File: config.mk
export PLATFORM = sky130hd
export DESIGN_NAME = fifo_read_ctrl_flat
export DESIGN_NICKNAME = d
export VERILOG_FILES = /design/src/rtl/fifo_read_ctrl_if.sv /design/src/rtl/fifo_read_ctrl.sv /design/src/flat_wrapper.sv
export SDC_FILE = /design/constraint.sdc
export NUM_CORES = 1
export LEC_CHECK = 0
export BUFFER_PORTS_ARGS = -buffer_cell sky130_fd_sc_hd__buf_4
export CAP_MARGIN = 10
export CORE_MARGIN = 5
export CORE_UTILIZATION = 25
export DETAILED_ROUTE_END_ITERATION = 12
export SYNTH_ARGS = -nofsm -noshare
export SYNTH_HDL_FRONTEND = slang
export SYNTH_SLANG_ARGS = --single-unit
File: constraint.sdc
create_clock -name r_clk -period 2.8 [get_ports r_clk]
set_input_delay 0.14 -clock r_clk [delete_from_list [all_inputs] [get_ports r_clk]]
set_output_delay 0.14 -clock r_clk [all_outputs]
set_load 0.02 [all_outputs]
File: src/rtl/fifo_read_ctrl_if.sv
// Downstream first-word-fall-through stream of the async FIFO read side.
// Transfer happens on a clock edge where m_valid & m_ready; m_valid/m_data hold until accepted.
interface fifo_read_ctrl_if #(
   parameter int DATA_W = 8
);
   logic [DATA_W-1:0] m_data;
   logic              m_valid;
   logic              m_ready;

   modport master (
      output m_data,
      output m_valid,
      input  m_ready
   );

   modport slave (
      input  m_data,
      input  m_valid,
      output m_ready
   );
endinterface

File: src/rtl/fifo_read_ctrl.sv
// Read-domain controller of the async FIFO: pointer compare, RAM read issue,
// 2-entry output queue feeding a FWFT stream, Gray read pointer back to the write side.
module fifo_read_ctrl #(
   parameter int ADDR_W = 5,
   parameter int DATA_W = 8
) (
   input  logic              r_clk,
   input  logic              rst_n,
   input  logic [ADDR_W:0]   wq2_wptr_i,
   output logic              r_en_o,
   output logic [ADDR_W:0]   r_addr_o,
   input  logic [DATA_W-1:0] ram_dout_i,
   output logic [ADDR_W:0]   rptr_gray_o,
   output logic              r_empty_o,
   output logic [ADDR_W:0]   rd_level_o,
   output logic [1:0]        dbg_count_o,
   output logic              dbg_inflight_o,
   fifo_read_ctrl_if.master  m_if
);

   function automatic logic [ADDR_W:0] gray2bin(input logic [ADDR_W:0] g);
      logic [ADDR_W:0] b;
      b = '0;
      b[ADDR_W] = g[ADDR_W];
      for (int i = ADDR_W - 1; i >= 0; i--) begin
         b[i] = b[i+1] ^ g[i];
      end
      return b;
   endfunction

   logic [ADDR_W:0]   rbin_q, rbin_d;
   logic [ADDR_W:0]   rgray_q;
   logic              inflight_q;
   logic [1:0]        count_q, count_d;
   logic              head_q, tail_q;
   logic [DATA_W-1:0] mem_q [2];

   logic [ADDR_W:0]   wbin;
   logic              empty;
   logic              pop;
   logic              push;
   logic [2:0]        occ;
   logic              r_en;

   always_comb begin
      wbin    = gray2bin(wq2_wptr_i);
      empty   = (rbin_q == wbin);
      pop     = (count_q != 2'd0) && m_if.m_ready;
      push    = inflight_q;
      // Occupancy after this edge if no read is issued; a new read may join only if it stays <= 2.
      occ     = 3'(count_q) + 3'(inflight_q) - 3'(pop);
      r_en    = rst_n && !empty && (occ <= 3'd1);
      rbin_d  = r_en ? rbin_q + 1'b1 : rbin_q;
      count_d = count_q + 2'(push) - 2'(pop);
   end

   always_ff @(posedge r_clk or negedge rst_n) begin
      if (!rst_n) begin
         rbin_q     <= '0;
         rgray_q    <= '0;
         inflight_q <= 1'b0;
         count_q    <= 2'd0;
         head_q     <= 1'b0;
         tail_q     <= 1'b0;
         mem_q[0]   <= '0;
         mem_q[1]   <= '0;
      end else begin
         rbin_q     <= rbin_d;
         rgray_q    <= rbin_d ^ (rbin_d >> 1);
         inflight_q <= r_en;
         count_q    <= count_d;
         if (push) begin
            mem_q[tail_q] <= ram_dout_i;
            tail_q        <= ~tail_q;
         end
         if (pop) begin
            head_q <= ~head_q;
         end
      end
   end

   assign r_en_o         = r_en;
   assign r_addr_o       = rbin_q;
   assign rptr_gray_o    = rgray_q;
   assign r_empty_o      = empty;
   assign rd_level_o     = wbin - rbin_q;
   assign dbg_count_o    = count_q;
   assign dbg_inflight_o = inflight_q;
   assign m_if.m_valid   = (count_q != 2'd0);
   assign m_if.m_data    = mem_q[head_q];

endmodule

File: src/flat_wrapper.sv
// flat-port wrapper written by rule: the top's interface ports become plain ports
module fifo_read_ctrl_flat 
#(
   parameter int ADDR_W = 5,
   parameter int DATA_W = 8
)
  (r_clk, rst_n, wq2_wptr_i, r_en_o, r_addr_o, ram_dout_i, rptr_gray_o, r_empty_o, rd_level_o, dbg_count_o, dbg_inflight_o, m_if_m_data, m_if_m_valid, m_if_m_ready);
  fifo_read_ctrl_if #(.DATA_W(DATA_W)) m_if_i ();
  input  logic r_clk;
  input  logic rst_n;
  input  logic [ADDR_W:0] wq2_wptr_i;
  output logic r_en_o;
  output logic [ADDR_W:0] r_addr_o;
  input  logic [DATA_W-1:0] ram_dout_i;
  output logic [ADDR_W:0] rptr_gray_o;
  output logic r_empty_o;
  output logic [ADDR_W:0] rd_level_o;
  output logic [1:0] dbg_count_o;
  output logic dbg_inflight_o;
  output wire logic [$bits(m_if_i.m_data)-1:0] m_if_m_data;
  output wire logic [$bits(m_if_i.m_valid)-1:0] m_if_m_valid;
  input wire logic [$bits(m_if_i.m_ready)-1:0] m_if_m_ready;
  assign m_if_m_data = m_if_i.m_data;
  assign m_if_m_valid = m_if_i.m_valid;
  assign m_if_i.m_ready = m_if_m_ready;
  fifo_read_ctrl #(.ADDR_W(ADDR_W), .DATA_W(DATA_W)) u_core (.r_clk(r_clk), .rst_n(rst_n), .wq2_wptr_i(wq2_wptr_i), .r_en_o(r_en_o), .r_addr_o(r_addr_o), .ram_dout_i(ram_dout_i), .rptr_gray_o(rptr_gray_o), .r_empty_o(r_empty_o), .rd_level_o(rd_level_o), .dbg_count_o(dbg_count_o), .dbg_inflight_o(dbg_inflight_o), .m_if(m_if_i));
endmodule
==> results of run 1 <==
[per-layer routing]
metal,vias to the layer above,GRT usage
li1,633,-
met1,607,0.114
met2,48,0.148
met3,6,0.0390
met4,0,0.0397
met5,-,0
[critical path: cells and delay by family, from the launching register on]
kind | cells | cell delay [ns]
xor gates and xnor gates | 1 | 0.15
adders and majority gates | 3 | 0.88
buffers and inverters | 2 | 0.14
DFF | 1 | 0.42
and+or+nand+nor | 5 | 1.01
[cell type report]
cell class              instances  share of cell area
inverters                      15              0.0242
multi-input cells              98               0.384
flip-flops and latches         32               0.317
repair buffers                 62               0.185
well taps                      96              0.0474
clock buffers                   6              0.0287
clock inverters                 2              0.0138
[layout by cell type (no fill, tap or decap), drive strengths merged, types with 2 or more instances in the layout]
cell	instances
nand3	2
o21ai	4
ha	8
a21oi	7
xor2	8
inv	15
dfrtp	32
and2	3
nand2	9
fa	2
buf	61
mux2	24
clkbuf	6
xnor2	15
[final timing paths]
path	to	start
setup / recovery	u_core.r_addr_o[5]	u_core.dbg_count_o[1]
hold / removal	u_core.mem_q[5]	ram_dout_i[5]
setup reg to reg	u_core.r_addr_o[5]	u_core.dbg_count_o[1]
hold reg to reg	u_core.tail_q	u_core.tail_q
max in group asynchronous	u_core.dbg_count_o[1]	rst_n
min in group asynchronous	u_core.mem_q[5]	rst_n
[registers in the layout (all words and copies together) (netlist names)]
register / flops
u_core.r_addr_o: 6
u_core.mem_q: 16
u_core.rptr_gray_o: 5
u_core.tail_q: 1
u_core.head_q: 1
u_core.dbg_count_o: 2
u_core.dbg_inflight_o: 1
[power by group through the flow]
stage,registers [W],logic (W),clock network (W)
global route,0.000924,0.00232,0.000471
finish,0.000886,0.00211,0.000429
floorplan,0.000946,0.00125,0
detailed placement,0.000894,0.00204,0
CTS,0.000888,0.00206,0.000449
global placement,0.000889,0.00203,0
[cells by family (layout without fill, tap and decap cells)]
kind of cell	after synthesis	after routing	share of synthesized area
multiplexers	24	24	0.151
adder cells (fa/ha/maj)	10	10	0.0785
buffers and inverters	18	85	0.0400
XOR/XNOR	23	23	0.121
flip-flops	32	32	0.449
AND/OR/NAND/NOR	24	24	0.101
AO/OA/AOI/OAI	17	17	0.0589
[metrics by stage]
step	hold WS, ns	total power (W)	instance area, um2	util	instances
final	0.0927	0.00342	2530	0.369	311
after detailed placement	0.109	0.00293	2330	0.339	297
after global placement	0.109	0.00292	2330	0.339	297
after global routing	0.0838	0.00371	2530	0.369	311
after floorplan	-0.156	0.00219	1800	-	148
after CTS	0.0831	0.00340	2450	0.357	307
[repair_timing]
action | CTS | global route
hold buffers | 1 | 0
resized for setup | 1 | 8
endpoints found under the setup margin | 2 | 6
pin swaps | 1 | 6
endpoints found under the hold margin | 32 | 0
setup buffers | 1 | 4
gates cloned | 0 | 0
==> impl_metrics.yaml, run 1 <==
yosys:
  synth_fp_nets: 175
  ys_warn_count: 0
  synth_top_area_frac: 0.449
  number_of_enable_type_register_cells_in_the_synthesized_netlist: 0
  synth_cell_type_count: 33
  synthesis.area_per_instance_um2: 12.1
  async_set_or_reset_flop_fraction_in_the_synthesized_netlist: 1.00
  post-synth-top-area-cell: "dfrtp_1"
  post_synth_instance_area_um2: 1780
  most_frequently_used_flop_master_after_synthesis: "dfrtp_1"
  ys_top_cells_by_count: "dfrtp_1 (32), mux2_2 (24), xnor2_1 (15)"
  seq_area_frac_synth: 0.449
  synth_seq_cells: 32
  postSynthCellCount: 148
  synthMostInstantiatedCell: "dfrtp_1"
  netlist_top_cells_area: "dfrtp_1 (45%), mux2_2 (15%), xnor2_1 (7.4%)"
timing:
  slew_violations: 0
  hold_viol_final: 0
  setup_repair_after_global_routing_missed_its_margin: "yes"
  timing.final.setup_violations: 0
  relSlewSlack: 0.486
  timing_worst_slew_pin_value_ns: 0.769
  max_freq_ghz: 0.368
  post-route-worst-setup-slack_ns: 0.0825
  finalCriticalPeriod_ns: 2.72
  finalCritPeriodShare: 0.971
  final.setup.tns_ns: 0
  clock_skew_ns: 0.00454
route:
  met2RoutedLength_um: 1770
  first_pass_drt_iterations: 5
  routed_via_density: 4.16
  maxUsedRoutingLayer: "met4"
  wirelength_met1_um: 1700
  route.antenna.remaining_nets: 0
  wl_per_cell_um: 12.5
  detailroute.via_count: 1294
  routed_wl_um: 3880
  first_iter_violations: 18
  drc: 0
  met3RoutedLength_um: 356
clock_network:
  numClockSinks: 32
  clock_tree.root_cell: "clkbuf_8"
  clock_path_buffers: 2
  clock_tree_from_tritoncts: "done"
  htreeDepth: 2
  cts.clk_slew.worst_paths_ns: 0.07
  clock_insertion_delay_worst_skew_ns: 0.28
  cts_made_buffers: 5
power:
  clock_share_of_power: 0.125
  switchingPower_w: 0.00143
  p_per_area_nw_per_um2: 1350
  seqPwrFrac: 0.259
  power.ir.vdd_worst_uv: 763
  internal_power_component_w: 0.00199
  cellLeakagePower_nw: 1.16
  power.share.switching: 0.418
  power_frac_comb: 0.616
cells_and_area:
  synthToLayoutAreaGrowth_pct: 41.9
  seqCellArea_um2: 803
  nNetsFinal: 241
  post_route_cells_drive_above_1_share: 0.549
  fillerInstances: 693
  antenna_cells_inserted: 0
  footprint_of_the_multi_input_gates_um2: 972
place:
  pre_cts_ws_ns: 0.0111
  hpwlAfterDp_um: 2950
  portBuffers: 48
  finalWeightedCongestion: 0.785
run:
  max_cap_violations: 0
grt:
  grt_pass1_wl_um: 6550
  antenna_found_initial: 0
  grt_overflow_total: 0
  first_global_vias: 1420
  largest_net_degree_at_the_start_of_global_routing: 35
  grt_use_total: 0.0941
critical_path:
  worst-r2r-setup-slack_ns: 0.08
  critical_path.cell_chain: "inv_4 -> nand2_4 -> and2_4 -> ha_1 -> inv_1 -> ha_2 -> fa_2 -> and3b_2 -> nand2_4 -> or4_4 -> xnor2_2"
  cp_slowest_stage_delay_ns: 0.45
  setup_crit_end_kind: "flip-flop"
  critical_path.most_common_cell: "nand2_4"
  startpoint_kind_of_the_worst_setup_timing_path: "flip-flop"
  critical_path_at_ns: 2.88
  crit_required_ns: 2.96
  r2r.worst_path.cells: 11
  critPathMaxFanout: 5
  criticalPathCategory: "reg2reg"
  timing.critical_path.slowest_stage_cell: "fa_2"
hold_path:
  holdPathStages: 2
  classification_of_the_worst_slack_hold_path: "in2reg"
floorplanning:
  placement_rows: 30
  design.portCount: 49
  floorplan.die.width_um: 94.5
  fp.coreArea_um2: 6870
  die_height_um: 94.5
  start_util: 0.260
  die_area_um2: 8930
status:
  outcome: "completed"
(Power assumes the default switching activity.)
==> run 2: changes to the inputs <==
--- a/config.mk
+++ b/config.mk
@@ -7,9 +7,12 @@
 export LEC_CHECK = 0
 export BUFFER_PORTS_ARGS = -buffer_cell sky130_fd_sc_hd__buf_4
 export CAP_MARGIN = 10
+export CELL_PAD_IN_SITES_DETAIL_PLACEMENT = 1
+export CELL_PAD_IN_SITES_GLOBAL_PLACEMENT = 2
 export CORE_MARGIN = 5
 export CORE_UTILIZATION = 25
 export DETAILED_ROUTE_END_ITERATION = 12
+export PLACE_DENSITY_LB_ADDON = 0.1
 export SYNTH_ARGS = -nofsm -noshare
 export SYNTH_HDL_FRONTEND = slang
 export SYNTH_SLANG_ARGS = --single-unit
==> impl_metrics.yaml, run 2 (synthesis results as in run 1) <==
cells_and_area:
  finish.instance_area_um2: 2560
  top_reg_by_flops: "u_core.mem_q"
  post_route_cells_drive_above_1_share: 0.589
  synthToLayoutAreaGrowth_pct: 43.7
  final_instance_count_excl_fillers: 310
  antenna_cells_inserted: 0
  final_common_cell: "buf_4"
  largest_register_ff_count: 16
  nNetsFinal: 240
  commonest_cells_after_routing_fill_and_taps_aside: "buf_4 (59), dfrtp_1 (30), mux2_2 (24)"
route:
  first_iter_violations: 20
  detailroute.via_count: 1320
  route.antenna.remaining_nets: 0
  met2RoutedLength_um: 2390
  wirelength_met1_um: 1750
  met3RoutedLength_um: 258
  routed_wl_um: 4480
  drc: 0
  routed_via_density: 4.26
  maxUsedRoutingLayer: "met4"
  first_pass_drt_iterations: 2
  wl_per_cell_um: 14.5
grt:
  grt_pass1_wl_um: 7200
  antenna_found_initial: 0
  grt_use_total: 0.104
  grt_overflow_total: 0
  largest_net_degree_at_the_start_of_global_routing: 35
  first_global_vias: 1503
critical_path:
  worst_reg2reg_path_startpoint: "u_core.dbg_count_o[0]"
  timing.critical_path.slowest_stage_cell: "or4_4"
  worst-path-buf-inv: 2
  startpoint_kind_of_the_worst_setup_timing_path: "flip-flop"
  r2r.worst_path.cells: 12
  criticalPathCategory: "reg2reg"
  worst-r2r-setup-slack_ns: 0.08
  critical_path_at_ns: 2.88
  critical_path.cell_chain: "inv_2 -> nand2_4 -> and2_4 -> ha_4 -> inv_2 -> ha_4 -> fa_2 -> xor2_2 -> and3b_2 -> nand2_4 -> or4_4 -> xnor2_1"
  endpoint_of_the_most_critical_register_to_register_path: "u_core.r_addr_o[5]"
  cp_slowest_stage_delay_ns: 0.49
  critPathMaxFanout: 5
  crit_path_leading_delay_family: "simple AND/OR/NAND/NOR gates"
  crit_required_ns: 2.96
  critical_path.startpoint: "u_core.dbg_count_o[0]"
  setup_crit_end_kind: "flip-flop"
floorplanning:
  die_height_um: 94.5
  fp.coreArea_um2: 6870
  design.portCount: 49
  start_util: 0.260
  floorplan.die.width_um: 94.5
  placement_rows: 30
  die_area_um2: 8930
power:
  cellLeakagePower_nw: 1.15
  internal_power_component_w: 0.00206
  switchingPower_w: 0.00152
  power_frac_comb: 0.630
  power.ir.vdd_worst_uv: 550
  power.share.switching: 0.424
  seqPwrFrac: 0.248
  p_per_area_nw_per_um2: 1400
  clock_share_of_power: 0.122
place:
  dpl_cell_area_um2: 2310
  portBuffers: 48
  place_inst: 295
  finalWeightedCongestion: 0.823
  hpwlAfterDp_um: 3410
run:
  max_cap_violations: 0
timing:
  finalCriticalPeriod_ns: 2.72
  timing_worst_slew_pin_value_ns: 0.787
  relSlewSlack: 0.474
  hold_viol_final: 0
  finalCritPeriodShare: 0.971
  clock_skew_ns: 0.00902
  slew_violations: 0
  final.setup.tns_ns: 0
  max_freq_ghz: 0.368
  timing.final.setup_violations: 0
hold_path:
  holdPathStages: 2
  min-delay-start: "ram_dout_i[0]"
  classification_of_the_worst_slack_hold_path: "in2reg"
  end_of_the_worst_hold_path: "u_core.mem_q[0]"
clock_network:
  clock_path_buffers: 2
  clock_tree_from_tritoncts: "done"
  numClockSinks: 32
  clock_insertion_delay_worst_skew_ns: 0.28
  cts.clk_slew.worst_paths_ns: 0.07
  htreeDepth: 2
  cts_made_buffers: 5
  clock_tree.root_cell: "clkbuf_8"
status:
  outcome: "completed"
==> run 2: cell count changes in the layout (fill, tap and decap cells not counted), sizes merged <==
cell and change:
buf -1
==> run 2: through the flow <==
| step | setup WS [ns] | hold slack [ns] | util | total power [W] |
|---|---|---|---|---|
| floorplan | 0.0199 | -0.156 | - | 0.00219 |
| global placement | 0.00908 | 0.112 | 0.337 | 0.00291 |
| detailed placement | -0.0752 | 0.120 | 0.337 | 0.00296 |
| CTS | 0.0135 | 0.0871 | 0.359 | 0.00346 |
| global route | -0.0118 | 0.0878 | 0.373 | 0.00385 |
| finish | 0.0819 | 0.0965 | 0.373 | 0.00358 |
==> run 2: worst max path at each step <==
stage                          to  slack [ns]  cells after the start
2_1_floorplan  u_core.r_addr_o[5]        0.02                     11
3_3_place_gp        rd_level_o[5]       0.009                     14
3_5_place_dp        rd_level_o[5]       -0.08                     14
4_1_cts        u_core.r_addr_o[5]        0.01                     12
5_1_grt        u_core.r_addr_o[5]       -0.01                     12
6_report       u_core.r_addr_o[5]        0.08                     12
==> run 2: power groups by stage <==
| stage | Combinational [W] | Clock [W] | Sequential (W) |
|---|---|---|---|
| floorplan | 0.00125 | 0 | 0.000946 |
| global placement | 0.00203 | 0 | 0.000883 |
| detailed placement | 0.00206 | 0 | 0.000900 |
| CTS | 0.00212 | 0.000454 | 0.000890 |
| global route | 0.00245 | 0.000472 | 0.000930 |
| finish | 0.00225 | 0.000437 | 0.000889 |
==> run 2: area by class of cell <==
class | instances | area (um2)
clock inverter | 2 | 35.0
timing repair buffer | 61 | 464
multi-input combinational | 98 | 1010
inverter | 15 | 58.8
tap | 96 | 120
clock buffer | 6 | 72.6
sequential | 32 | 803
fill | 774 | 4310
==> run 2: per-layer routing <==
metal  vias up  GRT usage
li1        629          -
met1       650      0.116
met2        36      0.187
met3         5     0.0295
met4         0     0.0397
met5         -          0
==> run 2: worst reg2reg max path: cells and delay by family, from the launching register on <==
kind | cells | cell delay, ns
AND/OR/NAND/NOR | 5 | 1.02
adder cells (fa/ha/maj) | 3 | 0.75
buffers and inverters | 2 | 0.12
XOR/XNOR | 2 | 0.32
flip-flops | 1 | 0.41
==> run 2: what timing repair did <==
| item | CTS | global route |
|---|---|---|
| gates resized for setup | 5 | 17 |
| setup endpoints to repair | 3 | 6 |
| pin swaps | 1 | 11 |
| hold endpoints to repair | 32 | 0 |
| buffers inserted | 1 | 5 |
| hold buffers | 1 | 0 |
==> run 3: changes to the inputs <==
--- a/config.mk
+++ b/config.mk
@@ -10,9 +10,11 @@
 export CELL_PAD_IN_SITES_DETAIL_PLACEMENT = 1
 export CELL_PAD_IN_SITES_GLOBAL_PLACEMENT = 2
 export CORE_MARGIN = 5
-export CORE_UTILIZATION = 25
+export CORE_UTILIZATION = 30
 export DETAILED_ROUTE_END_ITERATION = 12
+export HOLD_SLACK_MARGIN = 0.15
 export PLACE_DENSITY_LB_ADDON = 0.1
+export SETUP_SLACK_MARGIN = 0.3
 export SYNTH_ARGS = -nofsm -noshare
 export SYNTH_HDL_FRONTEND = slang
 export SYNTH_SLANG_ARGS = --single-unit
==> impl_metrics.yaml, run 3 (synthesis results as in run 1) <==
place:
  finalWeightedCongestion: 0.748
  place_inst: 270
  pre_cts_ws_ns: -0.0647
  portBuffers: 48
  dpl_cell_area_um2: 2280
  hpwlAfterDp_um: 3180
route:
  first_pass_drt_iterations: 4
  route.antenna.remaining_nets: 0
  detailroute.via_count: 1370
  first_iter_violations: 18
  routed_wl_um: 4490
  drc: 0
  routed_via_density: 4.46
  wl_per_cell_um: 14.6
grt:
  largest_net_degree_at_the_start_of_global_routing: 35
  grt_overflow_total: 0
  first_global_vias: 1541
  antenna_found_initial: 0
  grt_pass1_wl_um: 7490
  grt_use_total: 0.126
timing:
  timing_worst_slew_pin_value_ns: 0.765
  max_freq_ghz: 0.370
  setup_repair_after_global_routing_missed_its_margin: "yes"
  whs_ns: 0.277
  timing.final.setup_violations: 0
  slew_violations: 0
  finalCriticalPeriod_ns: 2.70
  hold_viol_final: 0
  post-route-worst-setup-slack_ns: 0.101
  relSlewSlack: 0.489
  finalCritPeriodShare: 0.964
  clock_skew_ns: 0.0115
cells_and_area:
  final_instance_count_excl_fillers: 307
  synthToLayoutAreaGrowth_pct: 55.5
  finalCoreUtilization: 0.474
  post_route_cells_drive_above_1_share: 0.608
  commonest_cells_after_routing_fill_and_taps_aside: "buf_4 (67), dfrtp_1 (30), mux2_2 (24)"
  top_reg_by_flops: "u_core.mem_q"
  finish.instance_area_um2: 2780
  largest_register_ff_count: 16
  antenna_cells_inserted: 0
  final_common_cell: "buf_4"
  nNetsFinal: 258
  fillerInstances: 610
critical_path:
  critical_path_at_ns: 2.56
  worst-r2r-setup-slack_ns: 0.12
  critPathMaxFanout: 5
  crit_required_ns: 2.66
  criticalPathCategory: "reg2out"
  startpoint_kind_of_the_worst_setup_timing_path: "flip-flop"
  setup_crit_end_kind: "output pin"
floorplanning:
  floorplan.die.width_um: 87.1
  start_util: 0.305
  die_area_um2: 7590
  fp.coreArea_um2: 5850
  placement_rows: 28
  design.portCount: 49
  die_height_um: 87.1
power:
  power.ir.vdd_worst_uv: 607
  p_per_area_nw_per_um2: 1350
  cellLeakagePower_nw: 1.26
clock_network:
  clock_tree.root_cell: "clkbuf_8"
  numClockSinks: 32
  clock_tree_from_tritoncts: "done"
  cts.clk_slew.worst_paths_ns: 0.07
  htreeDepth: 2
  cts_made_buffers: 5
  clock_insertion_delay_worst_skew_ns: 0.28
  clock_path_buffers: 2
run:
  max_cap_violations: 0
hold_path:
  classification_of_the_worst_slack_hold_path: "in2reg"
status:
  outcome: "completed"
## run 3: metrics by stage
| step | total power (W) | setup TNS, ns |
|---|---|---|
| after floorplan | 0.00222 | 0 |
| after global placement | 0.00292 | 0 |
| after detailed placement | 0.00295 | -0.0647 |
| after CTS | 0.00367 | 0 |
| after global routing | 0.00402 | 0 |
| final | 0.00375 | 0 |
## run 3: cell type report
class / count / area (um2) / area share
Multi-Input combinational cell: 98 / 1060 / 0.381
Sequential cell: 32 / 803 / 0.289
Timing Repair Buffer: 79 / 631 / 0.227
Clock buffer: 7 / 96.3 / 0.0347
Tap cell: 75 / 93.8 / 0.0338
Inverter: 15 / 65.1 / 0.0234
Clock inverter: 1 / 30.0 / 0.0108
## run 3: what timing repair did
item                                    in CTS  in global routing
resized for setup                           19                 11
endpoints found under the setup margin      14                 15
pin swaps                                   13                  9
hold endpoints to repair                    48                  0
setup buffers                               15                  5
hold buffers                                 9                  0
## run 3: path summary, 6_finish.rpt
kind | start | end | depth (start not counted)
worst min-delay path | m_if_m_ready | u_core.head_q | 4
min in group asynchronous | rst_n | u_core.r_addr_o[2] | 2
worst max-delay path | u_core.dbg_count_o[0] | r_en_o | 11
max in group asynchronous | rst_n | u_core.mem_q[12] | 2
worst max register to register | u_core.dbg_count_o[0] | u_core.r_addr_o[5] | 12
worst min register to register | u_core.tail_q | u_core.tail_q | 1
## run 3: power by group
group / leakage (nW) / internal, W / switching [W]
Clock: 0.0645 / 0.000314 / 0.000169
Sequential: 0.374 / 0.000700 / 0.000197
Combinational: 0.818 / 0.00119 / 0.00118
Total: 1.26 / 0.00220 / 0.00155
## run 3: critical path, stage by stage (launching register included)
cell        delay, ns
dfrtp_2          0.43
inv_4            0.07
nand2_4          0.04
and2_4           0.14
ha_4             0.25
inv_2            0.04
ha_4             0.14
fa_2             0.54
and3b_2          0.24
nand2_4          0.10
clkinvlp_4       0.12
buf_6            0.15
## run 3: metal layers
layer | global-route usage | vias up | wire length, um
met2 | 0.226 | 31 | 2360
met4 | 0.0363 | 0 | 49
li1 | - | 663 | -
met1 | 0.149 | 670 | 1860
met5 | 0 | - | 0
met3 | 0.0312 | 6 | 223
